--- src/rtl/mycpu_pkg.sv ---
// Shared pipeline constants: inter-stage bus widths, load-op encodings and
// the MEM read-data FSM state codes.
package mycpu_pkg;

    localparam int EXE_MEM_BUS_W = 106;
    localparam int MEM_WB_BUS_W  = 102;
    localparam int MEM_WR_BUS_W  = 38;

    localparam logic [2:0] LD_W  = 3'b000;
    localparam logic [2:0] LD_B  = 3'b001;
    localparam logic [2:0] LD_H  = 3'b010;
    localparam logic [2:0] LD_BU = 3'b011;
    localparam logic [2:0] LD_HU = 3'b100;

    localparam logic [1:0] ST_EMPTY = 2'b00;
    localparam logic [1:0] ST_FRESH = 2'b01;
    localparam logic [1:0] ST_HELD  = 2'b10;

endpackage

--- src/rtl/mem_load_ext.sv ---
// Sub-word load lane select and sign/zero extension; only instantiated by
// mem_stage when MEM_SUBWORD_LOAD_EN is defined.
import mycpu_pkg::*;

module mem_load_ext (
    input  logic [2:0]  i_ld_op,
    input  logic [1:0]  i_addr_lo,
    input  logic [31:0] i_word,
    output logic [31:0] o_data
);

    logic [7:0]  w_byte;
    logic [15:0] w_half;

    always_comb begin
        w_byte = i_word[7:0];
        case (i_addr_lo)
            2'd1:    w_byte = i_word[15:8];
            2'd2:    w_byte = i_word[23:16];
            2'd3:    w_byte = i_word[31:24];
            default: w_byte = i_word[7:0];
        endcase
        w_half = i_addr_lo[1] ? i_word[31:16] : i_word[15:0];
    end

    // Reserved encodings fall through to a full-word load.
    always_comb begin
        o_data = i_word;
        case (i_ld_op)
            LD_B:    o_data = {{24{w_byte[7]}}, w_byte};
            LD_BU:   o_data = {24'd0, w_byte};
            LD_H:    o_data = {{16{w_half[15]}}, w_half};
            LD_HU:   o_data = {16'd0, w_half};
            default: o_data = i_word;
        endcase
    end

endmodule

--- src/rtl/mem_stage.sv ---
// MEM pipeline stage: latches the EXE bus, keeps SRAM read data stable across
// WB stalls, and forms the WB / decode-bypass buses. Sub-word loads: MEM_SUBWORD_LOAD_EN.
import mycpu_pkg::*;

module mem_stage (
    input  logic                     clk,
    input  logic                     resetn,
    input  logic                     exe_mem_valid,
    output logic                     mem_allowin,
    output logic                     mem_wb_valid,
    input  logic                     wb_allowin,
    input  logic [EXE_MEM_BUS_W-1:0] exe_mem_bus,
    input  logic [31:0]              data_sram_rdata,
    output logic [MEM_WB_BUS_W-1:0]  mem_wb_bus,
    output logic [MEM_WR_BUS_W-1:0]  mem_wr_bus,
    output logic [1:0]               dbg_fsm_state
);

    // Handshake: an instruction moves across a boundary on a clock edge when
    // the producer's valid and the consumer's allowin are both high.
    logic                     r_valid;
    logic [1:0]               r_state;
    logic [1:0]               w_next_state;
    logic [31:0]              r_hold;
    logic [EXE_MEM_BUS_W-1:0] r_bus;
    logic                     w_ready_go;
    logic                     w_accept;
    logic                     w_gr_we;
    logic                     w_res_from_mem;
    logic [2:0]               w_ld_op;
    logic [4:0]               w_dest;
    logic [31:0]              w_pc;
    logic [31:0]              w_inst;
    logic [31:0]              w_alu_result;
    logic [31:0]              w_ld_word;
    logic [31:0]              w_ld_data;
    logic [31:0]              w_final_result;

    assign w_ready_go   = 1'b1;
    assign mem_wb_valid = r_valid & w_ready_go;
    assign mem_allowin  = ~r_valid | (w_ready_go & wb_allowin);
    assign w_accept     = exe_mem_valid & mem_allowin;

    assign {w_gr_we, w_res_from_mem, w_ld_op, w_dest, w_pc, w_inst, w_alu_result} = r_bus;

    always_ff @(posedge clk or negedge resetn) begin
        if (!resetn) begin
            r_valid <= 1'b0;
            r_bus   <= '0;
        end else begin
            if (mem_allowin) r_valid <= exe_mem_valid;
            if (w_accept)    r_bus   <= exe_mem_bus;
        end
    end

    always_comb begin
        w_next_state = r_state;
        if (w_accept)
            w_next_state = ST_FRESH;
        else if (mem_allowin)
            w_next_state = ST_EMPTY;
        else if (r_state == ST_FRESH)
            w_next_state = ST_HELD;
    end

    // Live rdata is only valid in the first resident cycle, so grab it as
    // soon as a stall is seen there.
    always_ff @(posedge clk or negedge resetn) begin
        if (!resetn) begin
            r_state <= ST_EMPTY;
            r_hold  <= 32'd0;
        end else begin
            r_state <= w_next_state;
            if (r_state == ST_FRESH && !mem_allowin) r_hold <= data_sram_rdata;
        end
    end

    assign w_ld_word = (r_state == ST_HELD) ? r_hold : data_sram_rdata;

`ifdef MEM_SUBWORD_LOAD_EN
    mem_load_ext u_load_ext (
        .i_ld_op   (w_ld_op),
        .i_addr_lo (w_alu_result[1:0]),
        .i_word    (w_ld_word),
        .o_data    (w_ld_data)
    );
`else
    logic w_unused_ld_op;
    assign w_unused_ld_op = ^w_ld_op;
    assign w_ld_data      = w_ld_word;
`endif

    assign w_final_result = w_res_from_mem ? w_ld_data : w_alu_result;
    assign mem_wb_bus     = {w_gr_we, w_dest, w_pc, w_inst, w_final_result};
    assign mem_wr_bus     = {r_valid & w_gr_we, w_dest, w_final_result};
    assign dbg_fsm_state  = r_state;

endmodule

--- config.mk ---
export PLATFORM = sky130hd
export DESIGN_NAME = mem_stage
export DESIGN_NICKNAME = d
export VERILOG_FILES = /design/src/rtl/mycpu_pkg.sv /design/src/rtl/mem_load_ext.sv /design/src/rtl/mem_stage.sv
export SDC_FILE = /design/constraint.sdc
export NUM_CORES = 1
export LEC_CHECK = 0
export CAP_MARGIN = 20
export CORE_ASPECT_RATIO = 1.75
export CORE_MARGIN = 2
export CORE_UTILIZATION = 35
export CTS_CLUSTER_SIZE = 25
export DETAILED_ROUTE_END_ITERATION = 7
export HOLD_SLACK_MARGIN = 0.03
export PLACE_DENSITY = 0.73
export SLEW_MARGIN = 20
export SYNTH_ARGS = -nofsm -noshare
export SYNTH_HDL_FRONTEND = slang
export SYNTH_HIERARCHICAL = 1
export SYNTH_SLANG_ARGS = --single-unit
--- constraint.sdc ---
create_clock -name clk -period 3.35 [get_ports clk]
set_clock_uncertainty 0.15 [all_clocks]
set_input_delay 0.335 -clock clk [delete_from_list [all_inputs] [get_ports clk]]
set_output_delay 0.335 -clock clk [all_outputs]
set_load 0.005 [all_outputs]
==> results of run 1 <==
## worst register-to-register path: stages, from the launching register on
cell      delay [ns]
dfrtp_1         0.39
nand2b_1        0.24
nand2_4         0.48
buf_12          0.31
mux2_2          0.42
## cells in the mapped netlist
library cell  instances  area share
mux2_2              135        0.23
nand2_1               2      0.0011
nand2b_1              2      0.0019
a21oi_1              32       0.024
buf_2                 5      0.0038
o21ai_0               1     0.00075
buf_4               111        0.13
mux2i_1              32       0.048
and2_1                1     0.00094
buf_6                10       0.017
nor2_1               34       0.019
nor2b_1               1     0.00094
dfrtp_1             138        0.52
nor3b_4               1      0.0028
clkbuf_1              7      0.0040
## logic make-up (layout without fill, tap and decap cells)
| group | after synthesis | after routing | share of synthesized area |
|---|---|---|---|
| buffers and inverters | 133 | 322 | 0.150 |
| and+or+nand+nor | 41 | 41 | 0.0270 |
| muxes | 167 | 167 | 0.277 |
| AOI/OAI and AO/OA | 33 | 33 | 0.0249 |
| other | 0 | 1 | 0 |
| DFF | 138 | 138 | 0.520 |
## stage by stage
stage	cells	total power, mW	worst slack [ns]	cell area [um2]	hold slack (ns)
floorplan	512	2.92	1.51	6640	-0.111
global placement	906	3.50	0.752	8870	0.178
detailed placement	906	3.55	0.733	8870	0.181
CTS	939	5.64	0.270	9520	0.304
global route	940	5.83	0.170	9520	0.341
finish	940	5.56	0.325	9520	0.297
## state kept, by name, summed over array words and instances, names as in the netlist
register and flops:
r_bus 103, r_hold 32, dbg_fsm_state 2, mem_wb_valid 1
## where the power goes
part	internal [mW]	leakage (nW)	switching, mW
logic	0.933	1.91	0.439
registers	1.96	1.62	0.170
clock network	1.34	0.306	0.722
## repair_timing
item / in CTS / in global routing
resized for setup: 0 / 0
hold endpoints to repair: 54 / 0
setup endpoints to repair: 0 / 0
hold buffers: 1 / 0
## per-layer routing
layer | up-vias | share of wire | wire, um
met2 | 172 | 0.56 | 8740
met1 | 2143 | 0.35 | 5440
met3 | 17 | 0.077 | 1200
met5 | - | 0 | 0
met4 | 0 | 0.017 | 269
li1 | 1989 | - | -
## how the worst max path moves through the flow
stage,to,slack [ns],cells past startpoint
5_1_grt,mem_wr_bus[30],0.17,5
2_1_floorplan,mem_wr_bus[0],1.51,6
4_1_cts,mem_wr_bus[30],0.27,5
6_report,mem_wr_bus[30],0.32,5
3_5_place_dp,mem_wr_bus[30],0.73,5
3_3_place_gp,mem_wb_bus[30],0.75,5
## cell type report
class | count | area (um2)
Fill cell | 1594 | 9060
Sequential cell | 138 | 3450
Timing Repair Buffer | 290 | 2920
Multi-Input combinational cell | 241 | 2200
Clock buffer | 20 | 447
Tap cell | 238 | 298
Clock inverter | 12 | 196
Antenna cell | 1 | 2.50
==> results.yml, run 1 <==
logic_synthesis:
  syn-num-nets: 654
  ys_types: 15
  syn_area_per_cell_um2: 13.0
  netlist_instances: 512
  ys_seq_area_frac: 0.520
  netlist_area_um2: 6640
  yosys_warnings: 6
  synth-seq-cells: 138
worst_setup_path:
  crit_path_start: "dbg_fsm_state[1]$_DFFE_PN0P_"
  worstPathArrival_ns: 2.54
  crit_buf_inv: 2
  cp.required_ns: 2.86
  worst_path_max_delay_cell: "clkdlybuf4s50_1"
  end_kind: "output port"
  worstPathMaxFanout: 32
  r2r_cells: 4
  r2r_slack_ns: 1.25
  critPathMaxStageDelay_ns: 0.57
  r2r-end: "r_bus[45]$_DFFE_PN0P_"
  critPathTopFamily: "buffers and inverters"
  cp-start-kind: "register"
  path_class: "reg2out"
  cp_cell_sequence: "nor2b_4 > buf_4 > mux2i_1 > a21oi_1 > clkdlybuf4s50_1"
  r2r_start: "mem_wb_valid$_DFFE_PN0P_"
layout:
  final_util: 0.512
  final_common_cell: "clkdlybuf4s50_1"
  drive_gt1_frac: 0.252
  areaGrowthSynthToFinish_pct: 43.5
  final_nets: 830
  layout_common_cells: "clkdlybuf4s50_1 (281), dfrtp_1 (137), mux2_2 (135)"
power:
  p_leak_nw: 3.84
  power.density_nw_per_um2: 584
  peakVddDrop_mv: 0.305
global_route:
  grt.busiest_layer: "met2"
  grt_max_degree: 63
  grt-ovfl-total: 0
  grt_pass1_wl_mm: 24.2
  track_usage: 0.157
  met2_usage: 0.293
  global_route.usage.met1: 0.157
  grt_pass1_vias: 4748
  antenna_found_initial: 2
  grtUsageMet3: 0.0498
routing:
  first_pass_iters: 4
  via_per_inst: 4.60
  post-route-drc-count: 0
  wl_mm: 15.7
  dr_total_vias: 4321
  wire_per_inst_um: 16.7
  ant_nets: 0
  drtIter0Drc: 99
timing:
  hold_violations: 0
  period_share: 0.903
  finalSetupViolCount: 0
  finalCriticalPeriod_ns: 3.03
  setup_tns_ns: 0
  worst_pin_slew_ns: 0.595
  rsz0062_at_grt: "no"
  slew_viol_final: 0
  clock.fmax_ghz: 0.331
  maxSlewHeadroom: 0.603
outcome:
  status: "finished clean"
clock_network:
  clock_latency_ns: 0.41
  cts_htree_levels: 4
  cts_tree: "built"
  ctsRootBufferMaster: "clkbuf_16"
  clkTransAtPathRegs_ns: 0.06
  numCtsBuffers: 17
  postCtsSetupRepairBufs: 0
  clk_path_buf_depth: 2
  cts_num_sinks: 138
run:
  maxCapViolCount: 0
floorplanning:
  die_h_um: 186
  dieArea_um2: 20100
  core.rowCount: 66
  pin_count: 286
  dieWidth_um: 108
  initial_utilization: 0.357
  core_area_um2: 18600
place:
  place.gp.congestion: 0.759
  port_buffers: 282
  dpl.hpwl_mm: 11.5
worst_hold_path:
  hp-class: "in2async"
(Power assumes the default switching activity.)
==> inputs of run 2 (changes only) <==
--- a/config.mk
+++ b/config.mk
@@ -5,14 +5,18 @@
 export SDC_FILE = /design/constraint.sdc
 export NUM_CORES = 1
 export LEC_CHECK = 0
+export ABC_AREA = 1
 export CAP_MARGIN = 20
+export CELL_PAD_IN_SITES_DETAIL_PLACEMENT = 1
+export CELL_PAD_IN_SITES_GLOBAL_PLACEMENT = 2
 export CORE_ASPECT_RATIO = 1.75
 export CORE_MARGIN = 2
-export CORE_UTILIZATION = 35
+export CORE_UTILIZATION = 26
 export CTS_CLUSTER_SIZE = 25
 export DETAILED_ROUTE_END_ITERATION = 7
+export GPL_ROUTABILITY_DRIVEN = 0
 export HOLD_SLACK_MARGIN = 0.03
-export PLACE_DENSITY = 0.73
+export PLACE_DENSITY = 0.92
 export SLEW_MARGIN = 20
 export SYNTH_ARGS = -nofsm -noshare
 export SYNTH_HDL_FRONTEND = slang
==> results.yml, run 2 <==
worst_hold_path:
  worstHoldStart: "exe_mem_valid"
  hp-class: "in2reg"
  worstHoldPathCells: 3
  min_to: "r_bus[8]$_DFFE_PN0P_"
logic_synthesis:
  syn-num-nets: 1092
  ys_types: 14
  synth-seq-cells: 138
  netlist_instances: 950
  yosys_warnings: 6
  netlist_area_um2: 7290
  yosysMostFrequentCell: "nand2_1"
  ys_seq_area_frac: 0.473
  synth_top_area_share: 0.473
  yosysTopAreaCell: "dfrtp_1"
  synth_area_leaders: "dfrtp_1 (47%), nand2_1 (19%), nand3_1 (14%)"
  syn_area_per_cell_um2: 7.68
  ys_async_sr_fraction: 1.00
  synth_edf_count: 0
  synthTopCellsByCount: "nand2_1 (370), nand3_1 (200), dfrtp_1 (138)"
  ys.flop_type: "dfrtp_1"
outcome:
  status: "finished clean"
power:
  power.internal_mw: 3.93
  peakVddDrop_mv: 0.371
  combPwrFrac: 0.273
  pwr-share-seq: 0.382
  p_sw_mw: 1.60
  p_sw_frac: 0.289
  power.density_nw_per_um2: 543
  p_leak_nw: 5.06
  finalPower_mw: 5.53
  p_clk_frac: 0.344
place:
  dpl.hpwl_mm: 17.0
  pre_cts_ws_ns: 1.01
  port_buffers: 282
layout:
  n_fill_cell: 3392
  areaGrowthSynthToFinish_pct: 39.5
  final_common_cell: "nand2_1"
  drive_gt1_frac: 0.0468
  top_register: "r_bus"
  largest_reg_flops: 103
  final_nets: 1242
  layout_common_cells: "nand2_1 (370), clkdlybuf4s50_1 (280), nand3_1 (200)"
timing:
  whs_ns: 0.265
  setup_ws_ns: 0.617
  period_share: 0.816
  hold_violations: 0
  finalSetupViolCount: 0
  maxSlewHeadroom: 0.538
  worst_pin_slew_ns: 0.691
  rsz0062_at_grt: "no"
  setup_tns_ns: 0
  slew_viol_final: 0
  finalCriticalPeriod_ns: 2.73
  clock.fmax_ghz: 0.366
routing:
  dr_total_vias: 6519
  via_per_inst: 4.38
  wire_per_inst_um: 16.4
  first_pass_iters: 4
  wl_mm: 24.4
  ant_nets: 0
  post-route-drc-count: 0
  drtIter0Drc: 264
run:
  maxCapViolCount: 0
floorplanning:
  core.rowCount: 81
  core_area_um2: 27800
  dieArea_um2: 29500
  dieWidth_um: 131
  pin_count: 286
  initial_utilization: 0.263
  die_h_um: 226
worst_setup_path:
  critPathMaxStageDelay_ns: 0.54
  r2r_start: "mem_wb_valid$_DFFE_PN0P_"
  r2r-end: "r_bus[37]$_DFFE_PN0P_"
  worst_path_max_delay_cell: "clkdlybuf4s50_1"
  r2r_slack_ns: 1.39
  cp.required_ns: 2.86
  crit_top_cell: "nand2_1"
  cp-start-kind: "register"
  cp_cell_sequence: "inv_1 > buf_4 > nand2_1 > nand2_1 > clkdlybuf4s50_1"
  worstPathArrival_ns: 2.25
  path_class: "reg2out"
  r2r_cells: 5
  end_kind: "output port"
  worstPathMaxFanout: 23
clock_network:
  cts_num_sinks: 138
  numCtsBuffers: 17
  cts_hold_buf: 1
  cts_tree: "built"
  postCtsSetupRepairBufs: 0
  ctsRootBufferMaster: "clkbuf_16"
  clk_path_buf_depth: 2
  clkTransAtPathRegs_ns: 0.06
  clock_latency_ns: 0.44
  cts_htree_levels: 4
  ctsResizeCount: 0
global_route:
  grt-ovfl-total: 0
  antenna_found_initial: 6
  track_usage: 0.171
  grt_pass1_wl_mm: 38.1
  grt_pass1_vias: 6912
  grt_max_degree: 68
-- run 2: changes by cell type after synthesis, moves of 5 or more --
cell	change
buf_1	+5
buf_4	+11
buf_2	+24
buf_6	-7
mux2_2	-135
nor2_1	-32
a21oi_1	-32
inv_1	+67
nand2_1	+368
nand3_1	+200
mux2i_1	-32
-- run 2: logic make-up (layout without fill, tap and decap cells) --
| group | after synthesis | after routing | synth area share |
|---|---|---|---|
| and+or+nand+nor | 576 | 576 | 0.334 |
| other | 0 | 2 | 0 |
| DFF | 138 | 138 | 0.473 |
| buffers and inverters | 236 | 398 | 0.192 |
-- run 2: area by class of cell --
| cell class | instances | area (um2) | area share |
|---|---|---|---|
| clock buffer | 23 | 488 | 0.0480 |
| inverter | 69 | 259 | 0.0255 |
| multi-input combinational | 576 | 2440 | 0.240 |
| tap | 373 | 467 | 0.0459 |
| sequential | 138 | 3450 | 0.340 |
| antenna | 2 | 5.00 | 0.000492 |
| clock inverter | 8 | 92.6 | 0.00910 |
| timing repair buffer | 298 | 2970 | 0.292 |
-- run 2: power groups by stage --
stage	sequential (mW)	clock [mW]	combinational (mW)
floorplan	2.09	0	0.875
global placement	2.12	0	1.50
detailed placement	2.14	0	1.53
CTS	2.11	1.95	1.54
global route	2.15	2.01	1.68
finish	2.11	1.90	1.51
-- run 2: how the worst max path moves through the flow --
| stage | startpoint | endpoint | slack [ns] | depth (start not counted) |
|---|---|---|---|---|
| after floorplan | dbg_fsm_state[1]$_DFFE_PN0P_ | mem_wr_bus[0] | 1.71 | 7 |
| after global placement | wb_allowin | mem_allowin | 1.0 | 4 |
| after detailed placement | wb_allowin | r_hold[23]$_DFFE_PN0P_ | 1.01 | 7 |
| after CTS | r_bus[104]$_DFFE_PN0P_ | mem_wb_bus[20] | 0.61 | 5 |
| after global routing | r_bus[104]$_DFFE_PN0P_ | mem_wb_bus[15] | 0.52 | 5 |
| final | r_bus[104]$_DFFE_PN0P_ | mem_wb_bus[20] | 0.62 | 5 |
-- run 2: through the flow --
stage | cell area [um2] | std cells | utilization
after floorplan | 7290 | 950 | -
after global placement | 9580 | 1453 | 0.345
after detailed placement | 9580 | 1453 | 0.345
after CTS | 10200 | 1485 | 0.366
after global routing | 10200 | 1487 | 0.366
final | 10200 | 1487 | 0.366
-- run 2: per-layer routing --
layer  up-vias  wire [um]  GRT usage
li1       3136          -          -
met5         -         53          0
met2       200      13300      0.309
met1      3136       8970      0.182
met3        39       1330     0.0430
met4         8        665     0.0789
-- run 2: worst max-delay path: cells and delay by family (launching register included) --
family,cells,cell delay (ns)
buf+inv,3,1.15
flops,1,0.37
simple gates,2,0.26
